`config.mk`:
```
export PLATFORM = sky130hd
export DESIGN_NAME = histo_frame_arbiter
export DESIGN_NICKNAME = d
export VERILOG_FILES = /design/src/rtl/histo_frame_arbiter.sv
export SDC_FILE = /design/constraint.sdc
export NUM_CORES = 1
export LEC_CHECK = 0
export BUFFER_PORTS_ARGS = -buffer_cell sky130_fd_sc_hd__buf_2
export CAP_MARGIN = 10
export CORE_ASPECT_RATIO = 1.5
export CORE_MARGIN = 2
export CORE_UTILIZATION = 60
export DETAILED_ROUTE_END_ITERATION = 8
export PLACE_DENSITY = 0.91
export SYNTH_ARGS = -nofsm -noshare
export SYNTH_HDL_FRONTEND = slang
export SYNTH_SLANG_ARGS = --single-unit
```
`constraint.sdc`:
```
create_clock -name aclk -period 5.8 [get_ports aclk]
set_clock_uncertainty 0.1 [all_clocks]
set_input_delay 0.29 -clock aclk [delete_from_list [all_inputs] [get_ports aclk]]
set_output_delay 0.29 -clock aclk [all_outputs]
set_load 0.01 [all_outputs]
```
`src/rtl/histo_frame_arbiter.sv`:
```
`default_nettype none
// ============================================================================
//  Module   : histo_frame_arbiter
//  Brief    : Round-robin, frame-granular scheduler that lets two AXI-stream
//             pixel sources share one histogram engine. Optional per-source
//             frame counters are enabled by defining HISTO_ARB_STATS_EN.
//  Revision : 1.0 - initial release
// ============================================================================
module histo_frame_arbiter #(
    parameter int P_DW        = 2,
    parameter int P_MAX_BEATS = 256,
    parameter int P_CNT_W     = 16
) (
    input  logic            aclk,
    input  logic            areset_n,
    input  logic [P_DW-1:0] s0_tdata,
    input  logic            s0_tvalid,
    input  logic            s0_tlast,
    output logic            s0_tready,
    input  logic [P_DW-1:0] s1_tdata,
    input  logic            s1_tvalid,
    input  logic            s1_tlast,
    output logic            s1_tready,
    output logic [P_DW-1:0] histo_data_i,
    output logic            rx_valid,
    output logic            rx_done,
    input  logic            histo_ready,
    input  logic            histo_data_valid,
    input  logic            histo_data_last,
    input  logic            tready,
    output logic            result_src,
    output logic            busy
`ifdef HISTO_ARB_STATS_EN
    ,
    output logic [P_CNT_W-1:0] frames0_o,
    output logic [P_CNT_W-1:0] frames1_o
`endif
);

    typedef enum logic [1:0] {
        S_IDLE   = 2'd0,
        S_STREAM = 2'd1,
        S_DONE   = 2'd2,
        S_DRAIN  = 2'd3
    } state_t;

    localparam logic [P_CNT_W-1:0] C_MAX_BEATS = P_CNT_W'(P_MAX_BEATS);

    state_t             r_state;
    state_t             w_state_nxt;
    logic               r_rr_ptr;
    logic               w_rr_nxt;
    logic               r_src;
    logic               w_src_nxt;
    logic [P_CNT_W-1:0] r_beat_cnt;
    logic [P_CNT_W-1:0] w_beat_cnt_nxt;
    logic [P_CNT_W-1:0] w_beat_inc;
    logic               w_gnt_valid;
    logic               w_gnt_last;
    logic [P_DW-1:0]    w_gnt_data;
    logic               w_accept;

    assign w_gnt_valid = r_src ? s1_tvalid : s0_tvalid;
    assign w_gnt_last  = r_src ? s1_tlast  : s0_tlast;
    assign w_gnt_data  = r_src ? s1_tdata  : s0_tdata;
    assign w_beat_inc  = r_beat_cnt + P_CNT_W'(1);
    assign w_accept    = (r_state == S_STREAM) && w_gnt_valid && histo_ready;

    assign result_src = r_src;
    assign busy       = (r_state != S_IDLE);

    always_ff @(posedge aclk or negedge areset_n) begin
        if (!areset_n) begin
            r_state    <= S_IDLE;
            r_rr_ptr   <= 1'b0;
            r_src      <= 1'b0;
            r_beat_cnt <= '0;
        end else begin
            r_state    <= w_state_nxt;
            r_rr_ptr   <= w_rr_nxt;
            r_src      <= w_src_nxt;
            r_beat_cnt <= w_beat_cnt_nxt;
        end
    end

    // Ready depends only on state and histo_ready, never on a source's tvalid.
    always_comb begin
        w_state_nxt    = r_state;
        w_rr_nxt       = r_rr_ptr;
        w_src_nxt      = r_src;
        w_beat_cnt_nxt = r_beat_cnt;
        s0_tready      = 1'b0;
        s1_tready      = 1'b0;
        histo_data_i   = '0;
        rx_valid       = 1'b0;
        rx_done        = 1'b0;
        case (r_state)
            S_IDLE: begin
                if (s0_tvalid || s1_tvalid) begin
                    w_src_nxt   = (s0_tvalid && s1_tvalid) ? r_rr_ptr : s1_tvalid;
                    w_state_nxt = S_STREAM;
                end
            end
            S_STREAM: begin
                rx_valid     = w_gnt_valid;
                histo_data_i = w_gnt_data;
                if (r_src) s1_tready = histo_ready;
                else       s0_tready = histo_ready;
                if (w_accept) begin
                    w_beat_cnt_nxt = w_beat_inc;
                    if (w_gnt_last || (w_beat_inc == C_MAX_BEATS))
                        w_state_nxt = S_DONE;
                end
            end
            S_DONE: begin
                rx_done        = 1'b1;
                w_beat_cnt_nxt = '0;
                w_state_nxt    = S_DRAIN;
            end
            S_DRAIN: begin
                // Engine result burst is complete only on its accepted last bin.
                if (histo_data_valid && histo_data_last && tready) begin
                    w_state_nxt = S_IDLE;
                    w_rr_nxt    = ~r_src;
                end
            end
            default: w_state_nxt = S_IDLE;
        endcase
    end

`ifdef HISTO_ARB_STATS_EN
    logic [P_CNT_W-1:0] r_frames0;
    logic [P_CNT_W-1:0] r_frames1;

    always_ff @(posedge aclk or negedge areset_n) begin
        if (!areset_n) begin
            r_frames0 <= '0;
            r_frames1 <= '0;
        end else if (r_state == S_DONE) begin
            if (r_src) r_frames1 <= r_frames1 + P_CNT_W'(1);
            else       r_frames0 <= r_frames0 + P_CNT_W'(1);
        end
    end

    assign frames0_o = r_frames0;
    assign frames1_o = r_frames1;
`endif

endmodule
`default_nettype wire

```
==> metrics.csv <==
metric;value;unit
chip width;44.19;µm
Vias per Instance;6.710;
Yosys top cell by area;dfrtp_1;
fin crit period;2.711;ns
Final Hold Viols;0;
relative slew slack;0.2489;
f_max;0.3688;GHz
Cell Rows;21;
DIE AREA;0.002841;mm²
die height;64.29;µm
Worst Path Max Fanout;9;
RSZ-0062 raised after global routing;no;
placed cell count;206;
Hold Crit Class;in2reg;
routed wire length per instance;16.12;µm
I/O pin cnt;22;
Yosys warning total;0;
Top FF cell, synth;dfrtp_1;
clock power share;0.142;
Seq/Total Area, Yosys;0.3442;
NetSw;0.0002000;W
Crit path required time;5.90;ns
M1 GR Usage;0.3099;
DRT Wirelength;3385;µm
clock tree root driver cell;clkbuf_4;
count of cell types in the netlist;47;
final slew viol count;0;
vias in the first global route;1355;
met3 usage;0.02260;
Post-Layout Cell Count;210;
share of cells above drive strength 1;0.1711;
Post-Synth Adder-Cell Area;0.05164;
Crit-path slowest cell;dfrtp_1;
Top delay family on crit path;simple AND/OR/NAND/NOR gates;
Cell Int Power;0.0002754;W
Synth Instances;171;
sequential power share;0.411;
CTS tree;done;
largest family of logic cells by synthesized area;simple AND/OR/NAND/NOR gates;
Comb pwr share;0.447;
CTS buffer count;3;
Iteration-0 DRC Markers;79;
CTS Buffer Depth;2;
simple-gate share of the synthesized area;0.2522;
switching fraction of total power;0.4207;
xor and xnor area share after synthesis;0.01807;
GP Congestion;0.8659;
period utilization;0.4675;
diode count;0;
leakage;0.7292;nW
critical path class;reg2reg;
WP buf/inv;0;
drt first pass iters;4;
post-CTS setup buffers;0;
Initial Util;0.6434;
ANT nets after route;0;
Final nets;209;
core footprint;0.002260;mm²
gr usage total;0.2713;
setup_tns;0;ns
DRC viols;0;
max incr delay on CP;0.51;ns
number of I/O port buffers;21;
Worst Path Arrival;2.82;ns
initial antenna violation count;0;
Layout area overhead;7.229;%
cell area after synthesis;0.001454;mm²
vias;1409;
# Max-Cap Violations;0;
Cell Chain, Critical Path;ha_1 > nand3_2 > nor4_1 > xnor2_1 > nand4_1 > o41ai_4 > mux2_4;
Seq cells post-synth;20;
Async SR Flop Fraction;1.000;
pin count of the biggest net entering global routing;21;
total power;0.0004754;W
first-pass GRT wire length;5961;µm
Setup crit start kind;flip-flop;
mux cell area share after synthesis;0.04475;
syn_nets;191;
gr busiest metal;met2;
status;finished, final reports clean;
PwrDens;304.9;mW/mm²
CP endpoint kind;flip-flop;
CTS Sinks;20;
Commonest cells post-synth;nor2_1, o21ai_0, dfrtp_1;
largest cells by area after synthesis;dfrtp_1, o21ai_0, nor2_1;
grt ovf;0;
Avg Inst Size Synth;8.502;µm²
Worst VDD drop;238.1;µV
Detailed Place HPWL;2538;µm
# setup viols final;0;
latest clock arrival within the worst-skew pair;0.30;ns
Worst Tran Pin Value;1.127;ns
H-tree levels;1;
Synth Area in Compound Gates;0.2315;
Post-synth EDFFs;0;
clock-pin slew on the worst setup and hold paths;0.12;ns
met2 Use GR;0.4945;
share of the synthesized area in the top cell type;0.3442;
==> worst reg2reg max path, stage by stage, from the launching register on <==
cell,delay [ns]
dfrtp_1,0.51
ha_1,0.35
nand3_2,0.22
nor4_1,0.38
xnor2_1,0.16
nand4_1,0.15
o41ai_4,0.41
mux2_4,0.33
==> power groups by stage <==
stage	Combinational [W]	Sequential (W)	Clock, W
global placement	0.000199	0.000193	0
detailed placement	0.000212	0.000197	0
CTS	0.000213	0.000195	0.0000667
floorplan	0.000159	0.000183	0
finish	0.000213	0.000195	0.0000673
global route	0.000231	0.000198	0.0000737
==> routing by layer <==
metal | wire [µm] | vias to the layer above
li1 | - | 660
met1 | 1312 | 667
met2 | 1788 | 65
met3 | 162 | 17
met4 | 121 | 0
met5 | 0 | -
==> sequential cells by signal, indices dropped and copies added, names as in the netlist <==
register	count
r_rr_ptr	1
result_src	1
r_beat_cnt	16
r_state	2
==> path summary, 6_finish.rpt <==
path	startpoint	endpoint	slack, ns	depth (start not counted)
worst max-delay path	r_beat_cnt[0]$_DFFE_PN0P_	r_state[1]$_DFFE_PN0P_	3.09	7
worst min-delay path	s0_tvalid	result_src$_DFFE_PN0P_	0.11	2
worst max register to register	r_beat_cnt[0]$_DFFE_PN0P_	r_state[1]$_DFFE_PN0P_	3.09	7
worst min register to register	r_rr_ptr$_DFFE_PN0P_	r_rr_ptr$_DFFE_PN0P_	0.39	2
max in group asynchronous	areset_n	r_beat_cnt[4]$_DFFE_PN0P_	4.94	2
min in group asynchronous	areset_n	r_beat_cnt[8]$_DFFE_PN0P_	0.35	2
==> cell usage in the layout, fill, tap and decap left out, types with 2 or more instances in the layout <==
cell and count:
o41ai_1 3, or3_1 2, nor4_1 2, nand3_1 10
o21ai_0 22, buf_2 21, dfrtp_1 20, and3_1 3
nor2_1 22, xnor2_1 2, nand2_1 18, nor3_1 2
inv_1 6, a21oi_1 5, a31oi_1 3, nand4_1 4
ha_1 6, a21o_1 2, clkbuf_4 3, mux2i_1 5
o31ai_1 4
==> layout make-up <==
cell class	count	area, µm²
well taps	23	28.78
repair buffers	22	115.1
fillers	165	700.7
clock buffers	3	22.52
multi-input cells	136	869.6
flip-flops and latches	20	500.5
inverters	6	22.52
==> kinds of logic after synthesis <==
| logic type | count (synthesis) |
|---|---|
| simple gates | 71 |
| flops | 20 |
| buf+inv | 15 |
| fa+ha+maj | 6 |
| xor+xnor | 3 |
| compound gates | 50 |
| mux | 6 |
==> stage by stage <==
step | util | hold slack (ns) | worst slack, ns | cell area [µm²]
5_1_grt | 0.6899 | 0.1002 | 2.957 | 1559
2_1_floorplan | - | -0.1056 | 3.317 | 1454
3_3_place_gp | 0.6755 | 0.1512 | 3.230 | 1526
6_report | 0.6899 | 0.1073 | 3.089 | 1559
4_1_cts | 0.6899 | 0.1028 | 3.086 | 1559
3_5_place_dp | 0.6755 | 0.1625 | 3.100 | 1526
==> timing repair <==
action | in CTS | in global routing
endpoints found under the hold margin | 20 | 0
gates resized for setup | 0 | 0
hold buffers | 1 | 0
No activity file was read; power rests on OpenSTA's default activity.
